File: config.mk
export PLATFORM = sky130hd
export DESIGN_NAME = pkt_framer_crc
export DESIGN_NICKNAME = d
export VERILOG_FILES = /design/src/rtl/pkt_framer_crc.sv
export SDC_FILE = /design/constraint.sdc
export NUM_CORES = 1
export LEC_CHECK = 0
export ABC_CLOCK_PERIOD_IN_PS = 3420
export BUFFER_PORTS_ARGS = -buffer_cell sky130_fd_sc_hd__buf_2
export CAP_MARGIN = 0
export CORE_MARGIN = 5
export CORE_UTILIZATION = 35
export DETAILED_ROUTE_END_ITERATION = 6
export SKIP_CTS_REPAIR_TIMING = 1
export SLEW_MARGIN = 30
export SYNTH_ARGS = -nofsm -noshare
export SYNTH_HDL_FRONTEND = slang
export SYNTH_SLANG_ARGS = --single-unit
File: constraint.sdc
create_clock -name clk -period 3.42 [get_ports clk]
set_input_delay 0 -clock clk [delete_from_list [all_inputs] [get_ports clk]]
set_output_delay 0 -clock clk [all_outputs]
set_load 0.02 [all_outputs]
File: src/rtl/pkt_framer_crc.sv
// Packet framer: echoes a K.28.1 preamble and payload, then appends K.23.7, a little-endian CRC-32 and K.28.5.
// Optional overlength abort (K.30.7 then drop to K.28.5) is compiled in by defining PKT_FRAMER_ABORT_EN.
module pkt_framer_crc #(
   parameter int NUM_SYNC = 4,
   parameter int MAX_LEN  = 1024
) (
   input  logic        clk,
   input  logic        reset,
   input  logic        pushin,
   input  logic [8:0]  datain,
   input  logic        startin,
   output logic        readyout,
   output logic        pushout,
   output logic [8:0]  dataout,
   output logic        startout,
   output logic        sync_err,
   output logic [15:0] pkt_count
);

   // Out-of-range parameters fall back to their defaults.
   localparam bit PARAMS_OK = (NUM_SYNC >= 1) && (NUM_SYNC <= 8) && (MAX_LEN >= 1) && (MAX_LEN <= 65535);
   localparam logic [3:0] NUM_SYNC_C = PARAMS_OK ? 4'(NUM_SYNC) : 4'd4;
`ifdef PKT_FRAMER_ABORT_EN
   localparam logic [15:0] MAX_LEN_C = PARAMS_OK ? 16'(MAX_LEN) : 16'd1024;
`endif

   localparam logic [8:0]  K28_1    = 9'h13C;
   localparam logic [8:0]  K28_5    = 9'h1BC;
   localparam logic [8:0]  K23_7    = 9'h1F7;
`ifdef PKT_FRAMER_ABORT_EN
   localparam logic [8:0]  K30_7    = 9'h1FE;
`endif
   localparam logic [31:0] CRC_INIT = 32'hFFFF_FFFF;

   typedef enum logic [2:0] {
      S_IDLE, S_SYNC, S_DATA, S_MARK, S_CRC, S_EOP
`ifdef PKT_FRAMER_ABORT_EN
      , S_ABORT, S_DROP
`endif
   } state_t;

   state_t      state_q, state_d;
   logic [3:0]  sync_cnt_q, sync_cnt_d;
   logic [31:0] crc_q, crc_d;
   logic [1:0]  idx_q, idx_d;
   logic [15:0] pkt_count_q, pkt_count_d;
`ifdef PKT_FRAMER_ABORT_EN
   logic [15:0] len_q, len_d;
`endif
   logic        pushout_q, pushout_d;
   logic [8:0]  dataout_q, dataout_d;
   logic        startout_q, startout_d;
   logic        sync_err_q, sync_err_d;
   logic        readyout_q, readyout_d;

   logic        xfer, start_hit, is_k281, is_k285, is_data, in_pkt, echo;
   logic [31:0] crc_fin;

   // Reflected CRC-32 (poly 0x04C11DB7 reversed), one byte LSB first.
   function automatic logic [31:0] crc_fold(input logic [31:0] c, input logic [7:0] b);
      logic [31:0] r;
      r = c ^ {24'h0, b};
      for (int i = 0; i < 8; i++) begin
         r = r[0] ? ((r >> 1) ^ 32'hEDB8_8320) : (r >> 1);
      end
      return r;
   endfunction

   assign xfer      = pushin && readyout_q;
   assign is_k281   = (datain == K28_1);
   assign is_k285   = (datain == K28_5);
   assign is_data   = ~datain[8];
   assign start_hit = xfer && is_k281 && startin;
   assign in_pkt    = (state_q == S_SYNC) || (state_q == S_DATA);
   assign crc_fin   = ~crc_q;

   always_ff @(posedge clk) begin
      if (!reset) begin
         state_q     <= S_IDLE;
         sync_cnt_q  <= 4'd0;
         crc_q       <= CRC_INIT;
         idx_q       <= 2'd0;
         pkt_count_q <= 16'd0;
`ifdef PKT_FRAMER_ABORT_EN
         len_q       <= 16'd0;
`endif
         pushout_q   <= 1'b0;
         dataout_q   <= 9'h000;
         startout_q  <= 1'b0;
         sync_err_q  <= 1'b0;
         readyout_q  <= 1'b0;
      end else begin
         state_q     <= state_d;
         sync_cnt_q  <= sync_cnt_d;
         crc_q       <= crc_d;
         idx_q       <= idx_d;
         pkt_count_q <= pkt_count_d;
`ifdef PKT_FRAMER_ABORT_EN
         len_q       <= len_d;
`endif
         pushout_q   <= pushout_d;
         dataout_q   <= dataout_d;
         startout_q  <= startout_d;
         sync_err_q  <= sync_err_d;
         readyout_q  <= readyout_d;
      end
   end

   always_comb begin
      state_d     = state_q;
      sync_cnt_d  = sync_cnt_q;
      crc_d       = crc_q;
      idx_d       = idx_q;
      pkt_count_d = pkt_count_q;
`ifdef PKT_FRAMER_ABORT_EN
      len_d       = len_q;
`endif
      case (state_q)
         S_IDLE, S_SYNC, S_DATA: begin
            // A flagged K.28.1 always (re)opens a packet, abandoning any in progress.
            if (start_hit) begin
               state_d    = S_SYNC;
               sync_cnt_d = 4'd1;
               crc_d      = CRC_INIT;
            end else if (xfer && state_q == S_SYNC) begin
               if (is_k281) begin
                  if (sync_cnt_q < NUM_SYNC_C) sync_cnt_d = sync_cnt_q + 4'd1;
               end else if (sync_cnt_q < NUM_SYNC_C) begin
                  state_d    = S_IDLE;
                  sync_cnt_d = 4'd0;
                  crc_d      = CRC_INIT;
               end else if (is_data) begin
                  state_d = S_DATA;
                  crc_d   = crc_fold(crc_q, datain[7:0]);
`ifdef PKT_FRAMER_ABORT_EN
                  len_d   = 16'd1;
`endif
               end else if (is_k285) begin
                  state_d = S_MARK;
               end
            end else if (xfer && state_q == S_DATA) begin
               if (is_data) begin
`ifdef PKT_FRAMER_ABORT_EN
                  if (len_q == MAX_LEN_C) begin
                     state_d = S_ABORT;
                  end else begin
                     crc_d = crc_fold(crc_q, datain[7:0]);
                     len_d = len_q + 16'd1;
                  end
`else
                  crc_d = crc_fold(crc_q, datain[7:0]);
`endif
               end else if (is_k285) begin
                  state_d = S_MARK;
               end
            end
         end
         S_MARK: begin
            state_d = S_CRC;
            idx_d   = 2'd0;
         end
         S_CRC: begin
            if (idx_q == 2'd3) begin
               state_d     = S_EOP;
               pkt_count_d = pkt_count_q + 16'd1;
            end else begin
               idx_d = idx_q + 2'd1;
            end
         end
         S_EOP: begin
            state_d    = S_IDLE;
            sync_cnt_d = 4'd0;
            crc_d      = CRC_INIT;
         end
`ifdef PKT_FRAMER_ABORT_EN
         S_ABORT, S_DROP: begin
            if (xfer && is_k285) begin
               state_d    = S_IDLE;
               sync_cnt_d = 4'd0;
               crc_d      = CRC_INIT;
            end else begin
               state_d = S_DROP;
            end
         end
`endif
         default: state_d = S_IDLE;
      endcase
   end

   // Outputs are registered, so they are derived from the state being entered.
   always_comb begin
      pushout_d  = 1'b0;
      dataout_d  = 9'h000;
      startout_d = 1'b0;
      sync_err_d = 1'b0;
      readyout_d = 1'b1;
      echo       = xfer && (in_pkt || state_q == S_IDLE) && (state_d == S_SYNC || state_d == S_DATA);
      case (state_d)
         S_MARK: begin
            pushout_d  = 1'b1;
            dataout_d  = K23_7;
            readyout_d = 1'b0;
         end
         S_CRC: begin
            pushout_d  = 1'b1;
            dataout_d  = {1'b0, crc_fin[{idx_d, 3'b000} +: 8]};
            readyout_d = 1'b0;
         end
         S_EOP: begin
            pushout_d  = 1'b1;
            dataout_d  = K28_5;
            readyout_d = 1'b0;
         end
`ifdef PKT_FRAMER_ABORT_EN
         S_ABORT: begin
            pushout_d = 1'b1;
            dataout_d = K30_7;
         end
`endif
         default: ;
      endcase
      if (echo) begin
         pushout_d = 1'b1;
         dataout_d = datain;
      end
      startout_d = echo && start_hit;
      sync_err_d = xfer && ((in_pkt && start_hit) || (state_q == S_SYNC && state_d == S_IDLE));
   end

   assign readyout  = readyout_q;
   assign pushout   = pushout_q;
   assign dataout   = dataout_q;
   assign startout  = startout_q;
   assign sync_err  = sync_err_q;
   assign pkt_count = pkt_count_q;

endmodule

==> results of run 1 <==
==> flip-flops by register name, summed over array words and instances, names as in the netlist <==
name,flops
dataout,9
sync_err,1
state_q,3
startout,1
idx_q,2
pushout,1
crc_q,32
sync_cnt_q,4
pkt_count,16
readyout,1
==> layout make-up <==
type	instances	area share, %
Inverter	7	0.583
Multi-Input combinational cell	308	52.4
Clock buffer	10	3.05
Sequential cell	70	31.1
Timing Repair Buffer	51	6.55
Clock inverter	6	2.42
Tap cell	140	3.89
==> cells in the mapped netlist, types with 2 or more instances <==
library cell   n  share of area, %
inv_1          6              0.58
a2bb2oi_2     10               3.9
nor3_1         8               1.0
ha_1           2              0.65
nand4_1        8               1.3
a2bb2oi_1     22               5.0
o311ai_2       2              0.84
o21a_1         2              0.39
dfxtp_1       70                36
nand2_1       19               1.8
buf_2          6              0.78
xor2_1        25               5.7
nor2b_1        3              0.49
o21ai_0       19               2.5
nor2_1        27               2.6
a221oi_1       4              0.91
a21oi_1       13               1.7
or3_1          5              0.81
xnor2_1       48                11
xor2_2         2              0.84
a31oi_1        6              0.97
clkbuf_1       9              0.88
and3_1        15               2.4
or2_2          2              0.32
and2_1         6              0.97
nand3_1       13               1.7
a41oi_1        2              0.45
a211oi_1      11               2.1
and4b_1        2              0.52
xnor2_2        8               3.4
==> kinds of logic after synthesis <==
group | after synthesis | synth area share, %
and+or+nand+nor | 118 | 16.9
adders and majority gates | 2 | 0.648
DFF | 70 | 36.3
xor gates and xnor gates | 83 | 20.8
buffers and inverters | 23 | 2.53
muxes | 1 | 0.259
AOI/OAI and AO/OA | 104 | 22.6
==> power groups by stage <==
stage                     clock, uW  sequential [uW]  combinational, uW
after global routing            872              815                239
final                           820              816                223
after global placement            0              835                215
after floorplan                   0              835                167
after CTS                       844              816                219
after detailed placement          0              835                216
==> cells in the final DEF (no fill, tap or decap), types with 2 or more instances in the layout <==
| cell type | n |
|---|---|
| xnor2_1 | 48 |
| ha_1 | 2 |
| a211oi_1 | 11 |
| and3_1 | 15 |
| o21a_1 | 2 |
| and4b_1 | 2 |
| clkinv_2 | 2 |
| bufinv_16 | 3 |
| a2bb2oi_1 | 22 |
| o311ai_2 | 2 |
| nand4_1 | 8 |
| a41oi_1 | 2 |
| or2_2 | 2 |
| o21ai_0 | 19 |
| nor3_1 | 8 |
| dfxtp_1 | 70 |
| xnor2_2 | 8 |
| nor2b_1 | 3 |
| buf_2 | 41 |
| dlygate4sd3_1 | 6 |
| or3_1 | 5 |
| and2_1 | 6 |
| inv_1 | 6 |
| buf_4 | 4 |
| xor2_1 | 25 |
| clkbuf_8 | 10 |
| nor2_1 | 26 |
| a31oi_1 | 6 |
| nand2_1 | 19 |
| xor2_2 | 2 |
| a221oi_1 | 4 |
| a21oi_1 | 13 |
| nand3_1 | 13 |
| a2bb2oi_2 | 10 |
==> per-stage QoR <==
stage	hold WS, ns	power (uW)	instance area (sq um)	setup slack [ns]
after floorplan	0.140	1000	3860	1.39
after CTS	-0.0623	1880	4450	1.02
after detailed placement	0.320	1050	4200	1.03
after global routing	0.0180	1930	4510	0.786
after global placement	0.323	1050	4200	1.09
final	-0.00450	1860	4510	1.06
==> routing by layer <==
| layer | vias up | global-route usage, % | wire [um] | share of wire, % |
|---|---|---|---|---|
| met5 | - | 0 | 0 | 0 |
| li1 | 1556 | - | - | - |
| met1 | 1514 | 21.2 | 4580 | 47 |
| met3 | 16 | 3.74 | 610 | 6.2 |
| met2 | 90 | 24.0 | 4450 | 45 |
| met4 | 0 | 5.48 | 177 | 1.8 |
==> worst min-delay path, delay by kind of cell <==
family / cells / cell delay (ns)
buffers and inverters: 1 / 0.14
AOI/OAI and AO/OA: 1 / 0.09
and+or+nand+nor: 1 / 0.06
==> final timing paths <==
path,to,slack [ns],cells past startpoint
setup / recovery,dataout[0],1.06,6
hold / removal,dataout[1],-0.004,3
setup reg to reg,dataout[0],1.06,6
hold reg to reg,sync_cnt_q[1],0.49,2
==> impl_results.md, run 1 <==
- Worst Path Buf+Inv: 0
- Hold_sp: datain[1]
- Port bufs: 41
- Vias in the first global route: 3134
- Vias: 3176
- Ant. Diodes: 0
- Mapped Area: 3860 sq um
- Mean Syn Cell Area: 9.62 sq um
- Layout cells sized above 1: 21.2%
- # clock sinks: 70
- Fmax: 423 MHz
- Grt ovf: 0
- Rel. slew slack: 56.4%
- Unrepaired setup endpoints after global routing: false
- Avg WL per Cell: 16.6 um
- Failing checks: hold timing
- Synthesis Warnings: 0
- Max-slew violation count: 0
- Largest stage delay on the critical path: 0.67 ns
- # DRC: 0
- Critical Path Fanout Max: 16
- Worst slew pin tran: 0.651 ns
- CTS Root Cell: clkbuf_8
- Via density: 5.36
- Tot GR Track Use: 15.6%
- Placer Congestion: 0.833
- Area Growth Syn to Fin: 16.8%
- Post-DP HPWL: 7230 um
- Slowest CP cell: dfxtp_1
- First-pass GRT wire length: 16400 um
- Maximum number of pins on one net before global-route repair: 33
- Switch share: 23.8%
- Initial cell density of the core: 35.6%
- Worst-path clk slew: 0.07 ns
- Worst setup path start: state_q[2]
- Die W: 115 um
- EDFF count, synth: 0
- CP Data Arrival Time: 2.64 ns
- Ports: 42
- TritonRoute pass-1 iters: 4
- Critical Path Source Type: register
- Crit end category: register
- Clk_lat worst skew: 0.36 ns
- TNS Setup: 0 ns
- Initial antenna violation count: 0
- Num CTS Buffers: 9
- Synth cell types: 56
- Final setup viols: 0
- Crit Path Category: reg -> reg
- Power per standard cell area: 412 nW/um^2
- Die Y-Extent: 115 um
- Fill cell count: 1091
- Synth Register Bits: 70
- H-tree depth: 3
- Cell count after placement: 570
- Syn_nets: 416
- Die footprint: 13200 sq um
- Sw Pwr: 443 uW
- Layout Nets: 462
- Sequential area share after synthesis: 36.3%
- Fin crit period: 2.36 ns
- Comb power frac: 12.0%
- Final Skew: 0.0119 ns
- Cells after Synth: 401
- Flop pwr share: 43.9%
- Peak supply drop: 0.239 mV
- Final antenna-violating net count: 0
- CTS tree: yes
- Core Area: 10800 sq um
- Worst hold slack: -0.00450 ns
- 1st-iter DRT viols: 171
- Critical R2R Launch: state_q[2]
- Period utilization: 69.1%
- Status: finished, violations left
- Leakage: 0.00168 uW
- Worst min path class: in -> reg
- Finished Layout Cells: 592
- Worst path cell trace: nand4b_4, nor2_1, o31ai_2, a311oi_4, nand2_1, a31oi_1
- Clock power frac: 44.1%
- Max Cap Viol: 0
- Drt total wl: 9820 um
- Flip-flop and latch area: 1400 sq um
- Multi-input gate area: 2360 sq um
- Cell family with most CP delay: compound AO/OA/AOI/OAI gates
- WP data required: 3.70 ns
- Post-layout util: 41.6%
- Clock buffer depth: 2
- Main synth FF type: dfxtp_1
- Final Hold Viols: 1
- Int Pwr: 1420 uW
- # rows: 38
- Synth async-reset ratio: 0%
No activity file was read; power rests on OpenSTA's default activity.
==> run 2: changes to the inputs <==
--- a/config.mk
+++ b/config.mk
@@ -5,7 +5,7 @@
 export SDC_FILE = /design/constraint.sdc
 export NUM_CORES = 1
 export LEC_CHECK = 0
-export ABC_CLOCK_PERIOD_IN_PS = 3420
+export ABC_CLOCK_PERIOD_IN_PS = 2250
 export BUFFER_PORTS_ARGS = -buffer_cell sky130_fd_sc_hd__buf_2
 export CAP_MARGIN = 0
 export CORE_MARGIN = 5
==> constraint.sdc (replaced) <==
create_clock -name clk -period 2.25 [get_ports clk]
set_input_delay 0 -clock clk [delete_from_list [all_inputs] [get_ports clk]]
set_output_delay 0 -clock clk [all_outputs]
set_load 0.02 [all_outputs]
==> run 2 against run 1 <==
  * The run now ends clean
  * Design area grew 2.3%
  * Sequential power increased by 52%
  * Count of clock-buffer cells in the layout rose by 4
  * Die area is the same
  * Critical endpoint is now dataout[7]
  * Highest routed layer unchanged
==> impl_results.md, run 2 (synthesized netlist as in run 1, its figures left out) <==
- Status: completed
- Layout Nets: 483 (+4.5%)
- Commonest non-fill, non-tap cell in the layout: dfxtp_1
- Number of flip-flops in the largest register: 32 (unchanged)
- Most frequent cells in the layout: dfxtp_1 (70), xnor2_1 (48), buf_2 (41), nor2_1 (26), xor2_1 (25)
- Final setup viols: 0 (unchanged)
- CP Data Arrival Time: 2.36 ns (-0.28 ns)
- Cell family with most CP delay: compound AO/OA/AOI/OAI gates
- Final Hold Viols: 0 (-1)
- Drt total wl: 9760 um (-0.59%)
- First-pass GRT wire length: 16500 um (+0.59%)
- Worst min path class: in -> reg
- Critical Path Source Type: input port
- Placer Congestion: 0.876 (+5.2%)
- Clock buffer depth: 2 (unchanged)
- Fmax: 473 MHz
- Initial antenna violation count: 0 (unchanged)
- CTS tree: yes
- Clk_lat worst skew: 0.34 ns (-0.02 ns)
- Worst slew pin tran: 0.690 ns (+0.0391 ns)
- Peak supply drop: 0.361 mV (+51%)
- Num CTS Buffers: 9 (unchanged)
- Post-layout util: 42.5% (+0.96 points)
- Flip-flop and latch area: 1400 sq um (unchanged)
- Tot GR Track Use: 15.7% (+0.16 points)
- TNS Setup: 0 ns (unchanged)
- Fill cell count: 1082 (-0.82%)
- Initial cell density of the core: 35.6% (unchanged)
- Fin crit period: 2.12 ns
- CTS Root Cell: clkbuf_8
- Worst Path Buf+Inv: 2 (+2)
- # clock sinks: 70 (unchanged)
- Worst-path clk slew: 0.07 ns (about the same)
- Ports: 42 (unchanged)
- Critical R2R Launch: state_q[0]
- Core Area: 10800 sq um (unchanged)
- Die Y-Extent: 115 um (unchanged)
- Maximum number of pins on one net before global-route repair: 33 (unchanged)
- Multi-input gate area: 2360 sq um (unchanged)
- Critical Path Fanout Max: 5 (-11)
- Ant. Diodes: 0 (unchanged)
- Die W: 115 um (unchanged)
- TritonRoute pass-1 iters: 4 (unchanged)
- Vias in the first global route: 3196 (+2.0%)
- Layout cells sized above 1: 23.9% (+2.7 points)
- Avg WL per Cell: 15.9 um (-3.8%)
- Final Skew: 0.00734 ns (-0.00451 ns)
- Biggest register: crc_q
- Unrepaired setup endpoints after global routing: false
- Largest stage delay on the critical path: 0.53 ns (-0.14 ns)
- Max Cap Viol: 0 (unchanged)
- Port bufs: 41 (unchanged)
- Worst path cell trace: dlygate4sd3_1, buf_2, and4b_1, and3_1, o31ai_2, o21ai_0, a211o_1, a32o_1
- Hold_sp: datain[8]
- Final antenna-violating net count: 0 (unchanged)
- Rel. slew slack: 53.7% (-2.7 points)
- Crit Path Category: in -> reg
- Die footprint: 13200 sq um (unchanged)
- Worst setup path start: datain[3]
- Leakage: 0.00175 uW (+3.9%)
- # DRC: 0 (unchanged)
- Slowest CP cell: dlygate4sd3_1
- # rows: 38 (unchanged)
- Via density: 5.26 (-1.9%)
- Period utilization: 94.0%
- Max-slew violation count: 0 (unchanged)
- Area Growth Syn to Fin: 19.5%
- WP data required: 2.49 ns (-1.21 ns)
- 1st-iter DRT viols: 165 (-3.5%)
- Grt ovf: 0 (unchanged)
- Crit end category: register
- Worst hold slack: 0.0111 ns (+0.0156 ns)
- Post-DP HPWL: 7420 um (+2.5%)
- H-tree depth: 3 (unchanged)
- Power per standard cell area: 541 nW/um^2 (+31%)
- Vias: 3221 (+1.4%)
-- run 2: metal layers --
metal	vias to the layer above	global-route usage (%)	share of wire, %
li1	1596	-	-
met1	1536	21.5	48
met2	79	24.5	46
met3	10	4.11	4.8
met4	0	4.46	1.2
met5	-	0	0
-- run 2: tightest hold or removal path: cells and delay by family --
family        cells  cell delay (ns)
buf+inv           1             0.15
simple gates      2             0.16
-- run 2: stage by stage --
step                      total power, uW  setup slack [ns]  area, sq um  std cells
final                                2490             0.134         4610        612
after global routing                 2610            0.0192         4610        612
after CTS                            2530             0.196         4550        606
after detailed placement             1610             0.222         4380        591
after global placement               1610             0.260         4380        591
after floorplan                      1520             0.218         3860        401
-- run 2: final cells by class --
| type | count | share of cell area (%) |
|---|---|---|
| clock buffers | 14 | 3.53 |
| clock inverters | 1 | 0.109 |
| inverters | 7 | 0.570 |
| multi-input cells | 308 | 51.2 |
| flip-flops and latches | 70 | 30.4 |
| well taps | 140 | 3.80 |
| repair buffers | 72 | 10.4 |
-- run 2: report_power, final --
| part | internal, uW | total [uW] | switching, uW |
|---|---|---|---|
| registers | 1240 | 1240 | 0.835 |
| clock network | 455 | 902 | 448 |
| logic | 164 | 350 | 187 |
| total | 1860 | 2490 | 635 |
-- run 2: worst paths after layout --
path | endpoint | slack (ns) | cells past startpoint
setup reg to reg | crc_q[12] | 0.21 | 7
setup / recovery | dataout[7] | 0.13 | 8
hold / removal | dataout[8] | 0.01 | 3
hold reg to reg | sync_cnt_q[1] | 0.48 | 2
==> run 3: changes to the inputs <==
--- a/config.mk
+++ b/config.mk
@@ -11,6 +11,7 @@
 export CORE_MARGIN = 5
 export CORE_UTILIZATION = 35
 export DETAILED_ROUTE_END_ITERATION = 6
+export RECOVER_POWER = 100
 export SKIP_CTS_REPAIR_TIMING = 1
 export SLEW_MARGIN = 30
 export SYNTH_ARGS = -nofsm -noshare
==> run 3 against run 2 <==
  * Worst setup slack lost 0.0048 ns
  * Cell count is the same
  * Global-route usage stayed put
  * First-iteration DRC count down 16%
  * Core utilization decreased by 1.1 points
  * Largest power group unchanged
==> impl_results.md, run 3 (synthesized netlist as in run 1, its figures left out) <==
- Status: completed
- Peak supply drop: 0.358 mV (-0.75%)
- Switch share: 25.4% (-0.091 points)
- Slowest CP cell: dlygate4sd3_1
- Tot GR Track Use: 15.7% (unchanged)
- Worst-path clk slew: 0.07 ns (about the same)
- Vias: 3201 (-0.62%)
- Final Hold Viols: 0 (unchanged)
- Int Pwr: 1860 uW (-0.10%)
- Power per standard cell area: 554 nW/um^2 (+2.4%)
- Port bufs: 41 (unchanged)
- Ant. Diodes: 0 (unchanged)
- Flip-flop and latch area: 1400 sq um (unchanged)
- TNS Setup: 0 ns (unchanged)
- Avg WL per Cell: 16.1 um (+1.0%)
- Flop pwr share: 49.9% (about the same)
- Critical R2R Launch: state_q[0]
- TritonRoute pass-1 iters: 4 (unchanged)
- Vias in the first global route: 3196 (unchanged)
- Post-DP HPWL: 7420 um (unchanged)
- CP Data Arrival Time: 2.36 ns (about the same)
- Crit end category: register
- Leakage: 0.00156 uW (-11%)
- Clock buffer depth: 2 (unchanged)
- Critical Path Fanout Max: 5 (unchanged)
- Tot Pwr: 2490 uW (-0.23%)
- Max Cap Viol: 0 (unchanged)
- DR top layer: met4
- Worst path cell trace: dlygate4sd3_1, clkbuf_2, and4b_1, and3_1, o31ai_2, o21ai_0, a211o_1, a32o_1
- First-pass GRT wire length: 16500 um (unchanged)
- CTS tree: yes
- Commonest non-fill, non-tap cell in the layout: dfxtp_1
- Max-slew violation count: 0 (unchanged)
- # rows: 38 (unchanged)
- Post-layout util: 41.4% (-1.1 points)
- Cell count after placement: 591 (unchanged)
- Number of flip-flops in the largest register: 32 (unchanged)
- Biggest register: crc_q
- Worst setup path start: datain[3]
- Placer Congestion: 0.876 (unchanged)
- Layout cells sized above 1: 14.8% (-9.1 points)
- Fmax: 472 MHz (-0.23%)
- Layout Nets: 483 (unchanged)
- Die W: 115 um (unchanged)
- Fill cell count: 1121 (+3.6%)
- Most frequent cells in the layout: dfxtp_1 (70), xnor2_1 (48), clkbuf_1 (36), a2bb2oi_1 (30), nor2_1 (26)
- Initial cell density of the core: 35.6% (unchanged)
- Met3 wire len: 482 um (+3.2%)
- Ports: 42 (unchanged)
- Via density: 5.23 (-0.62%)
- Rel. slew slack: 55.0% (+1.3 points)
- Critical Path Source Type: input port
- Core Area: 10800 sq um (unchanged)
- 1st-iter DRT viols: 138 (-16%)
- # clock sinks: 70 (unchanged)
- Final Skew: 0.00766 ns (+0.000321 ns)
- Final antenna-violating net count: 0 (unchanged)
- Hold path cells: 3 (unchanged)
- Initial antenna violation count: 0 (unchanged)
- Final setup viols: 0 (unchanged)
- Largest stage delay on the critical path: 0.53 ns (about the same)
- Clk_lat worst skew: 0.34 ns (about the same)
- Sw Pwr: 631 uW (-0.58%)
- Hold_sp: datain[8]
- Reg2Reg Depth: 7 (unchanged)
- Finished Layout Cells: 612 (unchanged)
- Crit Path Category: in -> reg
- WP data required: 2.49 ns (about the same)
- Die footprint: 13200 sq um (unchanged)
- Area Growth Syn to Fin: 16.4%
- Multi-input gate area: 2290 sq um (-2.9%)
- Maximum number of pins on one net before global-route repair: 33 (unchanged)
- Clock power frac: 36.4% (+0.2 points)
- Setup WS post-layout: 0.130 ns (-0.00478 ns)
- Num CTS Buffers: 9 (unchanged)
- Die Y-Extent: 115 um (unchanged)
- Grt ovf: 0 (unchanged)
- Drt total wl: 9860 um (+1.0%)
- Comb power frac: 13.8% (-0.2 points)
- # DRC: 0 (unchanged)
- Worst min path class: in -> reg
- Unrepaired setup endpoints after global routing: false
- Fin crit period: 2.12 ns (+0.00478 ns)
- H-tree depth: 3 (unchanged)
- Worst slew pin tran: 0.671 ns (-0.0193 ns)
- CTS Root Cell: clkbuf_8
- Period utilization: 94.2% (+0.21 points)
- Met1 WL: 4750 um (+0.76%)
- Dpl ws: 0.222 ns (unchanged)
- Routed wl met2: 4510 um (+1.2%)
run 3: cell types whose count changed in the layout (fill, tap and decap cells not counted), sizes merged:
cell    delta
buf       -34
clkbuf    +34
run 3: worst paths after layout:
kind | end | slack [ns]
min | dataout[8] | 0.004
max reg2reg | crc_q[14] | 0.15
min reg2reg | sync_cnt_q[1] | 0.48
max | dataout[7] | 0.13
run 3: layer usage:
metal | vias up | track usage, %
li1 | 1597 | -
met1 | 1525 | 21.5
met2 | 69 | 24.5
met3 | 10 | 4.11
met4 | 0 | 4.46
met5 | - | 0
run 3: final cells by class:
| cell class | instances | area share, % |
|---|---|---|
| Multi-Input combinational cell | 308 | 51.1 |
| Clock buffer | 14 | 3.62 |
| Timing Repair Buffer | 72 | 9.50 |
| Tap cell | 140 | 3.90 |
| Clock inverter | 1 | 0.111 |
| Sequential cell | 70 | 31.2 |
| Inverter | 7 | 0.585 |
run 3: power groups by stage:
| stage | Combinational [uW] | Sequential (uW) | Clock (uW) |
|---|---|---|---|
| after floorplan | 254 | 1270 | 0 |
| after global placement | 340 | 1270 | 0 |
| after detailed placement | 344 | 1270 | 0 |
| after CTS | 346 | 1240 | 943 |
| after global routing | 370 | 1240 | 996 |
| final | 342 | 1240 | 905 |
run 3: per-stage QoR:
stage	hold WS, ns	cell area (sq um)
after floorplan	0.140	3860
after CTS	-0.0495	4550
final	0.00441	4490
after global placement	0.317	4380
after detailed placement	0.323	4380
after global routing	0.0115	4490
run 3: critical path: cells and delay by family:
| family | cells | cell delay, ns |
|---|---|---|
| buffers and inverters | 2 | 0.69 |
| AND/OR/NAND/NOR | 2 | 0.51 |
| AO/OA/AOI/OAI | 4 | 1.15 |
